**src/rtl/rom_arbiter_if.sv**
```systemverilog
// Requester ports A/B plus the ROM bus shared by rom_arbiter.
// The arbiter side uses the slave modport; requesters and the ROM use master.
interface rom_arbiter_if #(
    parameter int ADDR_W = 11,
    parameter int DATA_W = 8
);
    logic              a_req;
    logic [ADDR_W-1:0] a_addr;
    logic              a_ack;
    logic [DATA_W-1:0] a_rdata;
    logic              b_req;
    logic [ADDR_W-1:0] b_addr;
    logic              b_ack;
    logic [DATA_W-1:0] b_rdata;
    logic [ADDR_W-1:0] rom_addr;
    logic              rom_dataeno;
    logic [DATA_W-1:0] rom_data;
    logic              busy;

    modport slave (
        input  a_req, a_addr, b_req, b_addr, rom_data,
        output a_ack, a_rdata, b_ack, b_rdata, rom_addr, rom_dataeno, busy
    );

    modport master (
        output a_req, a_addr, b_req, b_addr, rom_data,
        input  a_ack, a_rdata, b_ack, b_rdata, rom_addr, rom_dataeno, busy
    );
endinterface

```
**src/rtl/rom_arbiter.sv**
```systemverilog
// Two-port round-robin arbiter and access sequencer for the program ROM.
// Each access: grant, WAIT_CYCLES+1 cycles of ROM drive, capture, one turnaround cycle.
module rom_arbiter #(
    parameter int ADDR_W      = 11,
    parameter int DATA_W      = 8,
    parameter int WAIT_CYCLES = 1
) (
    input  logic          clock,
    input  logic          reset,
    rom_arbiter_if.slave  bus
);
    typedef enum logic [1:0] {
        IDLE   = 2'd0,
        ACCESS = 2'd1,
        DONE   = 2'd2
    } state_t;

    localparam logic       PORT_A    = 1'b0;
    localparam logic       PORT_B    = 1'b1;
    localparam logic [3:0] WAIT_INIT = 4'(WAIT_CYCLES);

    state_t            state, state_nxt;
    logic [ADDR_W-1:0] rom_addr_q, rom_addr_nxt;
    logic              dataeno_q, dataeno_nxt;
    logic              a_ack_q, a_ack_nxt;
    logic              b_ack_q, b_ack_nxt;
    logic [DATA_W-1:0] a_rdata_q, a_rdata_nxt;
    logic [DATA_W-1:0] b_rdata_q, b_rdata_nxt;
    logic [3:0]        wait_cnt, wait_cnt_nxt;
    logic              gnt, gnt_nxt;
    logic              last, last_nxt;
    logic              pick;

    // On a tie the port that was not served last wins; a lone request simply wins.
    always_comb begin
        if (bus.a_req && bus.b_req) begin
            pick = ~last;
        end else begin
            pick = bus.b_req ? PORT_B : PORT_A;
        end
    end

    always_comb begin
        state_nxt    = state;
        rom_addr_nxt = rom_addr_q;
        dataeno_nxt  = dataeno_q;
        a_ack_nxt    = 1'b0;
        b_ack_nxt    = 1'b0;
        a_rdata_nxt  = a_rdata_q;
        b_rdata_nxt  = b_rdata_q;
        wait_cnt_nxt = wait_cnt;
        gnt_nxt      = gnt;
        last_nxt     = last;
        case (state)
            IDLE: begin
                if (bus.a_req || bus.b_req) begin
                    rom_addr_nxt = (pick == PORT_B) ? bus.b_addr : bus.a_addr;
                    dataeno_nxt  = 1'b1;
                    wait_cnt_nxt = WAIT_INIT;
                    gnt_nxt      = pick;
                    last_nxt     = pick;
                    state_nxt    = ACCESS;
                end
            end
            ACCESS: begin
                if (wait_cnt != 4'd0) begin
                    wait_cnt_nxt = wait_cnt - 4'd1;
                end else begin
                    if (gnt == PORT_B) begin
                        b_rdata_nxt = bus.rom_data;
                        b_ack_nxt   = 1'b1;
                    end else begin
                        a_rdata_nxt = bus.rom_data;
                        a_ack_nxt   = 1'b1;
                    end
                    dataeno_nxt = 1'b0;
                    state_nxt   = DONE;
                end
            end
            DONE: begin
                // Turnaround: the ack is visible now and the requester drops its req.
                state_nxt = IDLE;
            end
            default: begin
                state_nxt   = IDLE;
                dataeno_nxt = 1'b0;
            end
        endcase
    end

    always_ff @(posedge clock) begin
        if (!reset) begin
            state      <= IDLE;
            rom_addr_q <= '0;
            dataeno_q  <= 1'b0;
            a_ack_q    <= 1'b0;
            b_ack_q    <= 1'b0;
            a_rdata_q  <= '0;
            b_rdata_q  <= '0;
            wait_cnt   <= 4'd0;
            gnt        <= PORT_A;
            last       <= PORT_B;
        end else begin
            state      <= state_nxt;
            rom_addr_q <= rom_addr_nxt;
            dataeno_q  <= dataeno_nxt;
            a_ack_q    <= a_ack_nxt;
            b_ack_q    <= b_ack_nxt;
            a_rdata_q  <= a_rdata_nxt;
            b_rdata_q  <= b_rdata_nxt;
            wait_cnt   <= wait_cnt_nxt;
            gnt        <= gnt_nxt;
            last       <= last_nxt;
        end
    end

    assign bus.rom_addr    = rom_addr_q;
    assign bus.rom_dataeno = dataeno_q;
    assign bus.a_ack       = a_ack_q;
    assign bus.b_ack       = b_ack_q;
    assign bus.a_rdata     = a_rdata_q;
    assign bus.b_rdata     = b_rdata_q;
    assign bus.busy        = (state != IDLE);
endmodule
```
**src/flat_wrapper.sv**
```systemverilog
// flat-port wrapper written by rule: the top's interface ports become plain ports
module rom_arbiter_flat 
#(
    parameter int ADDR_W      = 11,
    parameter int DATA_W      = 8,
    parameter int WAIT_CYCLES = 1
)
  (clock, reset, bus_a_req, bus_a_addr, bus_b_req, bus_b_addr, bus_rom_data, bus_a_ack, bus_a_rdata, bus_b_ack, bus_b_rdata, bus_rom_addr, bus_rom_dataeno, bus_busy);
  rom_arbiter_if #(.ADDR_W(ADDR_W), .DATA_W(DATA_W)) bus_i ();
  input  logic clock;
  input  logic reset;
  input wire logic [$bits(bus_i.a_req)-1:0] bus_a_req;
  input wire logic [$bits(bus_i.a_addr)-1:0] bus_a_addr;
  input wire logic [$bits(bus_i.b_req)-1:0] bus_b_req;
  input wire logic [$bits(bus_i.b_addr)-1:0] bus_b_addr;
  input wire logic [$bits(bus_i.rom_data)-1:0] bus_rom_data;
  output wire logic [$bits(bus_i.a_ack)-1:0] bus_a_ack;
  output wire logic [$bits(bus_i.a_rdata)-1:0] bus_a_rdata;
  output wire logic [$bits(bus_i.b_ack)-1:0] bus_b_ack;
  output wire logic [$bits(bus_i.b_rdata)-1:0] bus_b_rdata;
  output wire logic [$bits(bus_i.rom_addr)-1:0] bus_rom_addr;
  output wire logic [$bits(bus_i.rom_dataeno)-1:0] bus_rom_dataeno;
  output wire logic [$bits(bus_i.busy)-1:0] bus_busy;
  assign bus_i.a_req = bus_a_req;
  assign bus_i.a_addr = bus_a_addr;
  assign bus_i.b_req = bus_b_req;
  assign bus_i.b_addr = bus_b_addr;
  assign bus_i.rom_data = bus_rom_data;
  assign bus_a_ack = bus_i.a_ack;
  assign bus_a_rdata = bus_i.a_rdata;
  assign bus_b_ack = bus_i.b_ack;
  assign bus_b_rdata = bus_i.b_rdata;
  assign bus_rom_addr = bus_i.rom_addr;
  assign bus_rom_dataeno = bus_i.rom_dataeno;
  assign bus_busy = bus_i.busy;
  rom_arbiter #(.ADDR_W(ADDR_W), .DATA_W(DATA_W), .WAIT_CYCLES(WAIT_CYCLES)) u_core (.clock(clock), .reset(reset), .bus(bus_i));
endmodule
```
**config.mk**
```make
export PLATFORM = sky130hd
export DESIGN_NAME = rom_arbiter_flat
export DESIGN_NICKNAME = d
export VERILOG_FILES = /design/src/rtl/rom_arbiter_if.sv /design/src/rtl/rom_arbiter.sv /design/src/flat_wrapper.sv
export SDC_FILE = /design/constraint.sdc
export NUM_CORES = 1
export LEC_CHECK = 0
export CAP_MARGIN = 20
export CORE_AREA = 8 8 51 94
export CTS_CLUSTER_DIAMETER = 30
export DETAILED_ROUTE_END_ITERATION = 8
export DIE_AREA = 0 0 59 102
export PLACE_DENSITY_LB_ADDON = 0.05
export RECOVER_POWER = 25
export SLEW_MARGIN = 0
export SYNTH_ARGS = -nofsm -noshare
export SYNTH_HDL_FRONTEND = slang
export SYNTH_SLANG_ARGS = --single-unit
```
**constraint.sdc**
```tcl
create_clock -name clock -period 3.31 [get_ports clock]
set_input_delay 0.331 -clock clock [delete_from_list [all_inputs] [get_ports clock]]
set_output_delay 0.331 -clock clock [all_outputs]
set_load 0.05 [all_outputs]
```
**After elaboration in Yosys (flattened, before gate mapping)**

Index checks and enable logic that the tools add are counted.

- Logic and storage cells: 49
- Flip-flop bits (word level): 38
- Input bits: 34
- Output and inout bits: 31

- Equality and inequality tests: 5
- Mux-type cells: 14
- $add $sub $neg: 1
- Bitwise operators: 6
- Reductions and logical operators: 13

Operators with widths:

| cell | count |
|---|---|
| 3-bit AND reduction | 4 |
| 11-bit two-way mux | 1 |
| 4-bit two-way mux | 2 |
| 4-bit case mux with 2 select lines | 1 |
| 1-bit two-way mux | 6 |
| 1-bit NOT | 6 |
| 2-bit two-way mux | 2 |
| 2-bit by 1-bit inequality test with 1-bit output, second input constant | 2 |
| 2-bit case mux with 2 select lines | 1 |
| 2-bit AND reduction | 2 |
| 2-bit nonzero test | 2 |
| 4-bit nonzero test | 1 |
| 4-bit by 1-bit subtractor with 4-bit output, second input constant | 1 |
| 1-bit case mux with 3 select lines | 1 |
| 3-bit OR reduction | 1 |
| 2-bit by 1-bit equality test with 1-bit output, second input constant | 1 |
| 2-bit equality test, second input constant | 1 |
| 2-bit zero test | 1 |
| 2-bit inequality test, second input constant | 1 |
| 1-bit logical AND | 1 |
| 1-bit logical OR | 1 |

**Depth between registers and ports, before layout**

Gate-level depths: netlist of run 1.

- Depth after elaboration: 3
- Mapped depth: 6
- Mapped depth without buffers: 5

**Least setup slack after synthesis of run 1**

OpenSTA, ideal clock, no wires.

- Path type: reg-to-reg
- From: register u_core.wait_cnt[0]
- To: register u_core.a_rdata_q[0] (netlist: u_core.bus.a_rdata[0])
- Stages on the path, launching flop included: 6
- Setup slack: 1.716 ns
- Required time: 3.238 ns
- Buffers on the path: 0
- Arrival: 1.522 ns
- Library setup time: 0.072 ns
- Clock period less this slack: 1.594 ns
- Cells stage by stage: dfxtp_1 inv_1 ha_1 or3b_4 nor3_4 mux2i_1

- Longest elaborated chain between the ends: 3

RTL lines:

| element | line | source |
|---|---|---|
| from (decl) | rom_arbiter.sv:29 | `logic [3:0] wait_cnt, wait_cnt_nxt;` |
| from (signal assigned) | rom_arbiter.sv:111 | `wait_cnt <= wait_cnt_nxt;` |
| 4-bit nonzero test | rom_arbiter.sv:66 | `if (wait_cnt != 4'd0) begin` |
| 1-bit NOT (no line) | - |  |
| 3-bit AND reduction (no line) | - |  |
| to (signal assigned) | rom_arbiter.sv:109 | `a_rdata_q <= a_rdata_nxt;` |
| to (decl) | rom_arbiter.sv:27 | `logic [DATA_W-1:0] a_rdata_q, a_rdata_nxt;` |

No other way between the ends.
A chain may end at the register's enable or synchronous reset.

**Worst setup path in the final report of run 1**

- From: register u_core.wait_cnt[0]
- To: register u_core.b_rdata_q[6] (netlist: u_core.bus.b_rdata[6])

- Longest elaborated chain between the ends: 3

RTL lines:

| element | line | source |
|---|---|---|
| 4-bit nonzero test | rom_arbiter.sv:66 |  |
| 1-bit NOT (no line) | - |  |
| 3-bit AND reduction (no line) | - |  |
| to (signal assigned) | rom_arbiter.sv:110 | `b_rdata_q <= b_rdata_nxt;` |
| to (decl) | rom_arbiter.sv:28 | `logic [DATA_W-1:0] b_rdata_q, b_rdata_nxt;` |

No other way between the ends.

==> flow_metrics.py, run 1 <==
metrics = {
    "logic_synthesis": {
        "synth_top_area_share_pct": 49.9,
        "synth-simple-area-share_pct": 14.5,
        "synth.area.mux_share_pct": 17.7,
        "ys_ff_latch": 38,
        "ys_types": 31,
        "synthAdderAreaFrac_pct": 0.821,
        "synth_edf_count": 0,
        "ys_warn_count": 0,
        "yosys.area.top_type": "dfxtp_1",
        "ys_async_sr_fraction_pct": 0,
        "netlist_instances": 150,
        "syn_nets": 185,
        "synth_xor_area_share_pct": 0,
        "synth-main-ff-cell": "dfxtp_1",
        "synth-compound-area-share_pct": 13.3,
        "syn_area_sq_um": 1520,
        "synth_common_cells": "dfxtp_1, mux2i_1, nand2_1, o2bb2ai_1",
        "synth_area_leaders": "dfxtp_1, mux2i_1, o2bb2ai_1",
        "ys_seq_area_share_pct": 49.9,
        "synth_top_family_by_area": "multiplexers",
        "syn_avg_cell_area_sq_um": 10.2,
        "synth_most_common_cell": "dfxtp_1",
    },
    "power": {
        "p_clk_share_pct": 30.5,
        "intPower_uw": 852,
        "p_total_uw": 1240,
        "netSwitchingFraction_pct": 31.4,
        "ir_drop_uv": 314,
        "comb_power_share_pct": 27.6,
        "p_sw_uw": 389,
        "pwr-share-seq_pct": 41.9,
        "power.density_nw_per_um2": 538,
        "leakage_uw": 0.000886,
    },
    "sta": {
        "hold_viol": 0,
        "tns_ps": 0,
        "clock.fmax_mhz": 466,
        "rsz0062_at_grt": "false",
        "finalCriticalPeriod_ps": 2150,
        "fin_crit_sh_pct": 64.8,
        "setup_viol": 0,
        "holdWs_ps": 451,
        "skew_ps": 6.25,
        "drv_slew": 0,
        "max-slew-margin-rel_pct": 52.4,
        "worstMarginPinSlew_ps": 713,
    },
    "clock_network": {
        "path_clk_slew_ps": 70,
        "numCtsBuffers": 5,
        "h-tree-depth": 2,
        "numClockSinks": 38,
        "cts_setup_buffers": 0,
        "cts_tree": "done",
        "insertion_delay_ps": 290,
        "hold_buffers": 0,
        "clockBufferDepth": 2,
        "post_cts_resize_count": 0,
        "clockRootBuffer": "clkbuf_8",
    },
    "hold_path": {
        "whs_endpoint": "u_core.bus.b_rdata[2]",
        "holdPathStages": 2,
        "min_from": "u_core.bus.b_rdata[2]",
        "hold_class": "reg -> reg",
    },
    "placement": {
        "dpl.hpwl_mm": 3.16,
        "io_buffers": 64,
        "routabilityCongestion": 0.763,
    },
    "drt": {
        "vias_per_cell": 5.00,
        "routed_wl_mm": 3.95,
        "firstDrtPassIters": 4,
        "initialDrtViolationCount": 11,
        "num_vias": 1326,
        "drc_errors": 0,
        "antenna_left": 0,
        "wl_per_cell_um": 14.9,
    },
    "cells_and_area": {
        "num_antenna_cells": 0,
        "nNetsFinal": 250,
        "layout-drive-gt1-share_pct": 6.02,
        "post-route-util_pct": 64.7,
        "fillCellCount": 322,
        "area_growth_pct": 51.6,
    },
    "global_routing": {
        "grt_pass1_wl_mm": 6.54,
        "grt-ovfl-total": 0,
        "grt_pass1_vias": 1456,
        "grt_util_all_layers_pct": 14.0,
        "antenna_found_initial": 0,
        "grt_max_degree": 33,
    },
    "die": {
        "die_h_um": 102,
        "io_pins": 65,
        "die_area_sq_um": 6020,
        "num_rows": 31,
        "start_util_pct": 42.7,
        "core_area_sq_um": 3570,
        "die_width_um": 59,
    },
    "worst_setup_path": {
        "crit_path_start_kind": "flip-flop",
        "r2r-end": "u_core.bus.b_rdata[6]",
        "r2r_slack_ps": 1160,
        "crit_required_ps": 3520,
        "path_max_fanout": 9,
        "cp.arrival_ps": 2360,
        "rr_startpoint": "u_core.wait_cnt[0]",
        "path_class": "reg -> reg",
        "cp-end-kind": "flip-flop",
        "r2r_cells": 5,
    },
    "outcome": {
        "outcome": "finished, final reports clean",
    },
    "flow_run": {
        "max-cap-violations": 0,
    },
}
## power by group through the flow
stage / clock (uW) / combinational [uW] / sequential [uW]
after detailed placement: 0 / 352 / 531
after global routing: 409 / 366 / 525
after CTS: 391 / 354 / 521
final: 379 / 343 / 520
after floorplan: 0 / 121 / 630
after global placement: 0 / 344 / 529
## flip-flops by register name (all words and copies together) (netlist names)
signal / cells
u_core.bus.b_rdata: 8
u_core.bus.a_ack: 1
u_core.last: 1
u_core.gnt: 1
u_core.bus.b_ack: 1
u_core.bus.rom_addr: 11
u_core.wait_cnt: 4
u_core.state: 2
u_core.bus.a_rdata: 8
u_core.bus.rom_dataeno: 1
## routing by layer
layer | part of all wire (%) | track usage [%] | up-vias
met5 | 0 | 0 | -
met4 | 1.7 | 5.57 | 0
met3 | 6.3 | 5.17 | 6
met2 | 56 | 26.3 | 42
met1 | 36 | 12.8 | 620
li1 | - | - | 658
## metrics by stage
| stage | worst slack, ps | cells | area, sq um |
|---|---|---|---|
| global placement | 1250 | 257 | 2200 |
| floorplan | 1720 | 150 | 1520 |
| finish | 1160 | 265 | 2310 |
| CTS | 1130 | 265 | 2310 |
| global route | 981 | 265 | 2310 |
| detailed placement | 1150 | 257 | 2200 |
## cell type report
| cell class | instances | area [sq um] | area share [%] |
|---|---|---|---|
| multi-input combinational | 99 | 704 | 30.5 |
| clock inverter | 3 | 40.0 | 1.73 |
| tap | 49 | 61.3 | 2.65 |
| timing repair buffer | 66 | 656 | 28.4 |
| inverter | 5 | 18.8 | 0.813 |
| sequential | 38 | 761 | 32.9 |
| clock buffer | 5 | 68.8 | 2.98 |
## worst max path at each step
stage,start,endpoint,slack (ps),cells after the start
after CTS,u_core.wait_cnt[0],u_core.bus.b_rdata[6],1130,5
final,u_core.wait_cnt[0],u_core.bus.b_rdata[6],1160,5
after floorplan,u_core.wait_cnt[0],u_core.bus.a_rdata[0],1720,5
after global placement,u_core.wait_cnt[0],u_core.bus.b_rdata[5],1250,5
after detailed placement,u_core.wait_cnt[0],u_core.bus.b_rdata[6],1150,5
after global routing,u_core.wait_cnt[0],u_core.bus.b_rdata[2],980,5
## logic make-up (layout without fill, tap and decap cells)
| group | count (synthesis) | count (layout) |
|---|---|---|
| DFF | 38 | 38 |
| AOI/OAI and AO/OA | 28 | 28 |
| adders and majority gates | 1 | 1 |
| muxes | 27 | 27 |
| and+or+nand+nor | 43 | 43 |
| buffers and inverters | 13 | 79 |
## placed cells by master, fill, tap and decap left out
master / Yosys / final
nor2_1: 2 / 2
clkinv_2: 0 / 2
or3_1: 2 / 2
dfxtp_1: 38 / 38
clkbuf_8: 0 / 5
a21oi_1: 4 / 4
nand2_1: 25 / 25
and3_1: 2 / 2
buf_4: 1 / 2
ha_1: 1 / 1
and2_1: 2 / 2
nand2b_1: 1 / 1
or4_1: 1 / 1
o21ai_0: 5 / 5
dlygate4sd3_1: 0 / 11
bufinv_16: 0 / 1
clkdlybuf4s50_1: 0 / 53
or3b_1: 0 / 1
o22ai_1: 1 / 1
o221ai_1: 1 / 1
a31oi_1: 1 / 1
inv_1: 5 / 5
mux2i_1: 27 / 27
o21a_1: 3 / 3
nor4_1: 1 / 1
a32o_1: 1 / 1
a21boi_1: 1 / 1
or4_2: 1 / 1
nor2b_1: 1 / 1
o2bb2ai_1: 11 / 11
nor3_4: 1 / 1
nor3_1: 1 / 1
nor3b_1: 1 / 1
or3_2: 1 / 1
## critical path: stages, from the launching register on
cell	delay [ps]
dfxtp_1	340
inv_1	70
ha_1	180
nor3b_1	610
and3_1	610
mux2i_1	270
(Power assumes the default switching activity.)
==> run 2: changes to the inputs <==
--- a/config.mk
+++ b/config.mk
@@ -6,10 +6,10 @@
 export NUM_CORES = 1
 export LEC_CHECK = 0
 export CAP_MARGIN = 20
-export CORE_AREA = 8 8 51 94
+export CORE_AREA = 8 8 55 102
 export CTS_CLUSTER_DIAMETER = 30
 export DETAILED_ROUTE_END_ITERATION = 8
-export DIE_AREA = 0 0 59 102
+export DIE_AREA = 0 0 63 110
 export PLACE_DENSITY_LB_ADDON = 0.05
 export RECOVER_POWER = 25
 export SLEW_MARGIN = 0
==> constraint.sdc (replaced) <==
create_clock -name clock -period 1.77 [get_ports clock]
set_input_delay 0.177 -clock clock [delete_from_list [all_inputs] [get_ports clock]]
set_output_delay 0.177 -clock clock [all_outputs]
set_load 0.05 [all_outputs]
==> flow_metrics.py, run 2 (synthesis gave the netlist of run 1 again) <==
metrics = {
    "worst_setup_path": {
        "cp-end-kind": "flip-flop",
        "path_max_fanout": 7,
        "rr_startpoint": "u_core.wait_cnt[1]",
        "crit_end": "u_core.wait_cnt[2]",
        "crit_path_start_kind": "flip-flop",
        "crit_required_ps": 1980,
        "r2r-end": "u_core.wait_cnt[2]",
        "path_class": "reg -> reg",
        "r2r_cells": 5,
        "crit_path_start": "u_core.wait_cnt[1]",
        "r2r_slack_ps": 110,
        "cp.arrival_ps": 1880,
    },
    "cells_and_area": {
        "final_cell_mix": "clkdlybuf4s50_1, dfxtp_1, mux2i_1, nand2_1, o2bb2ai_1",
        "seqCellArea_sq_um": 762,
        "instances_no_fill": 274,
        "fillCellCount": 404,
        "num_antenna_cells": 0,
        "multi_input_area_sq_um": 712,
        "layout-drive-gt1-share_pct": 9.09,
        "final_common_cell": "clkdlybuf4s50_1",
        "largest_reg_flops": 11,
        "nNetsFinal": 256,
        "area_growth_pct": 54.8,
    },
    "sta": {
        "skew_ps": 7.12,
        "drv_slew": 0,
        "max-slew-margin-rel_pct": 65.1,
        "tns_ps": 0,
        "hold_viol": 0,
        "clock.fmax_mhz": 601,
        "fin_crit_sh_pct": 94.1,
        "worstMarginPinSlew_ps": 522,
        "setup_viol": 0,
        "rsz0062_at_grt": "false",
        "finalCriticalPeriod_ps": 1660,
    },
    "flow_run": {
        "max-cap-violations": 0,
    },
    "clock_network": {
        "clockBufferDepth": 2,
        "h-tree-depth": 2,
        "numClockSinks": 38,
        "path_clk_slew_ps": 70,
        "cts_tree": "done",
        "cts_setup_buffers": 0,
        "numCtsBuffers": 5,
        "clockRootBuffer": "clkbuf_8",
        "insertion_delay_ps": 280,
    },
    "die": {
        "die_area_sq_um": 6930,
        "die_h_um": 110,
        "num_rows": 34,
        "start_util_pct": 35.5,
        "die_width_um": 63,
        "core_area_sq_um": 4300,
        "io_pins": 65,
    },
    "drt": {
        "firstDrtPassIters": 3,
        "routed_wl_mm": 4.11,
        "initialDrtViolationCount": 42,
        "antenna_left": 0,
        "drc_errors": 0,
        "vias_per_cell": 4.88,
        "num_vias": 1338,
        "wl_per_cell_um": 15.0,
    },
    "placement": {
        "io_buffers": 64,
        "dpl.cell_count": 268,
        "routabilityCongestion": 0.724,
        "dpl.hpwl_mm": 3.25,
    },
    "power": {
        "p_total_uw": 2230,
        "power.density_nw_per_um2": 943,
        "ir_drop_uv": 547,
        "leakage_uw": 0.000872,
    },
    "global_routing": {
        "grt_pass1_wl_mm": 7.01,
        "grt-ovfl-total": 0,
        "grt_pass1_vias": 1481,
        "grt_max_degree": 32,
        "antenna_found_initial": 0,
        "grt_util_all_layers_pct": 12.7,
    },
    "outcome": {
        "outcome": "finished, final reports clean",
    },
    "hold_path": {
        "hold_class": "reg -> reg",
    },
}
run 2: cell types whose count changed in the layout (fill, tap and decap cells not counted), sizes merged:
cell,delta
clkdlybuf4s50,+10
buf,+5
bufinv,-1
clkbuf,+3
clkinv,-2
dlygate4sd3,-11
run 2: layout make-up:
class / count / area share [%]
flip-flops and latches: 38 / 32.3
repair buffers: 72 / 30.4
multi-input cells: 99 / 30.2
clock buffers: 6 / 3.50
well taps: 54 / 2.86
inverters: 5 / 0.795
run 2: what timing repair did:
item,4_1_cts,5_1_grt
hold buffers,0,0
cloned,0,0
pin swaps,0,0
endpoints found under the setup margin,9,1
gates resized for setup,1,1
run 2: worst min path at each step:
stage,startpoint,end,slack (ps),cells past startpoint
2_1_floorplan,bus_rom_data[0],u_core.bus.a_rdata[0],340,2
3_3_place_gp,u_core.bus.a_rdata[1],u_core.bus.a_rdata[1],440,2
3_5_place_dp,u_core.bus.rom_addr[5],u_core.bus.rom_addr[5],450,1
4_1_cts,u_core.bus.a_rdata[6],u_core.bus.a_rdata[6],460,2
5_1_grt,u_core.bus.a_rdata[6],u_core.bus.a_rdata[6],480,2
6_report,u_core.bus.a_rdata[2],u_core.bus.a_rdata[2],460,2
run 2: worst max-delay path, stage by stage, from the launching register on:
cell     delay, ps
dfxtp_1        370
inv_1           60
ha_1           200
nor3b_2        200
or4_2          610
a21oi_1        150
run 2: routing by layer:
layer  track usage, %  wire length [um]  vias to the layer above
li1                 -                 -                      671
met1             11.3              1510                      598
met2             23.4              2180                       58
met3             5.36               310                       11
met4             7.22               110                        0
met5                0                 0                        -
run 2: per-stage QoR:
stage	hold slack, ps	setup slack, ps	area [sq um]	util [%]
floorplan	342	176	1520	-
finish	459	105	2360	54.9
global route	478	20.8	2360	54.9
detailed placement	448	-53.6	2280	53.0
CTS	461	85.5	2360	55.0
global placement	442	81.6	2280	53.0
run 2: where the power goes:
group	switching, uW	total [uW]	leakage [uW]	internal, uW
clock network	273	573	0.0000431	300
logic	396	679	0.000518	282
registers	44.5	974	0.000311	929
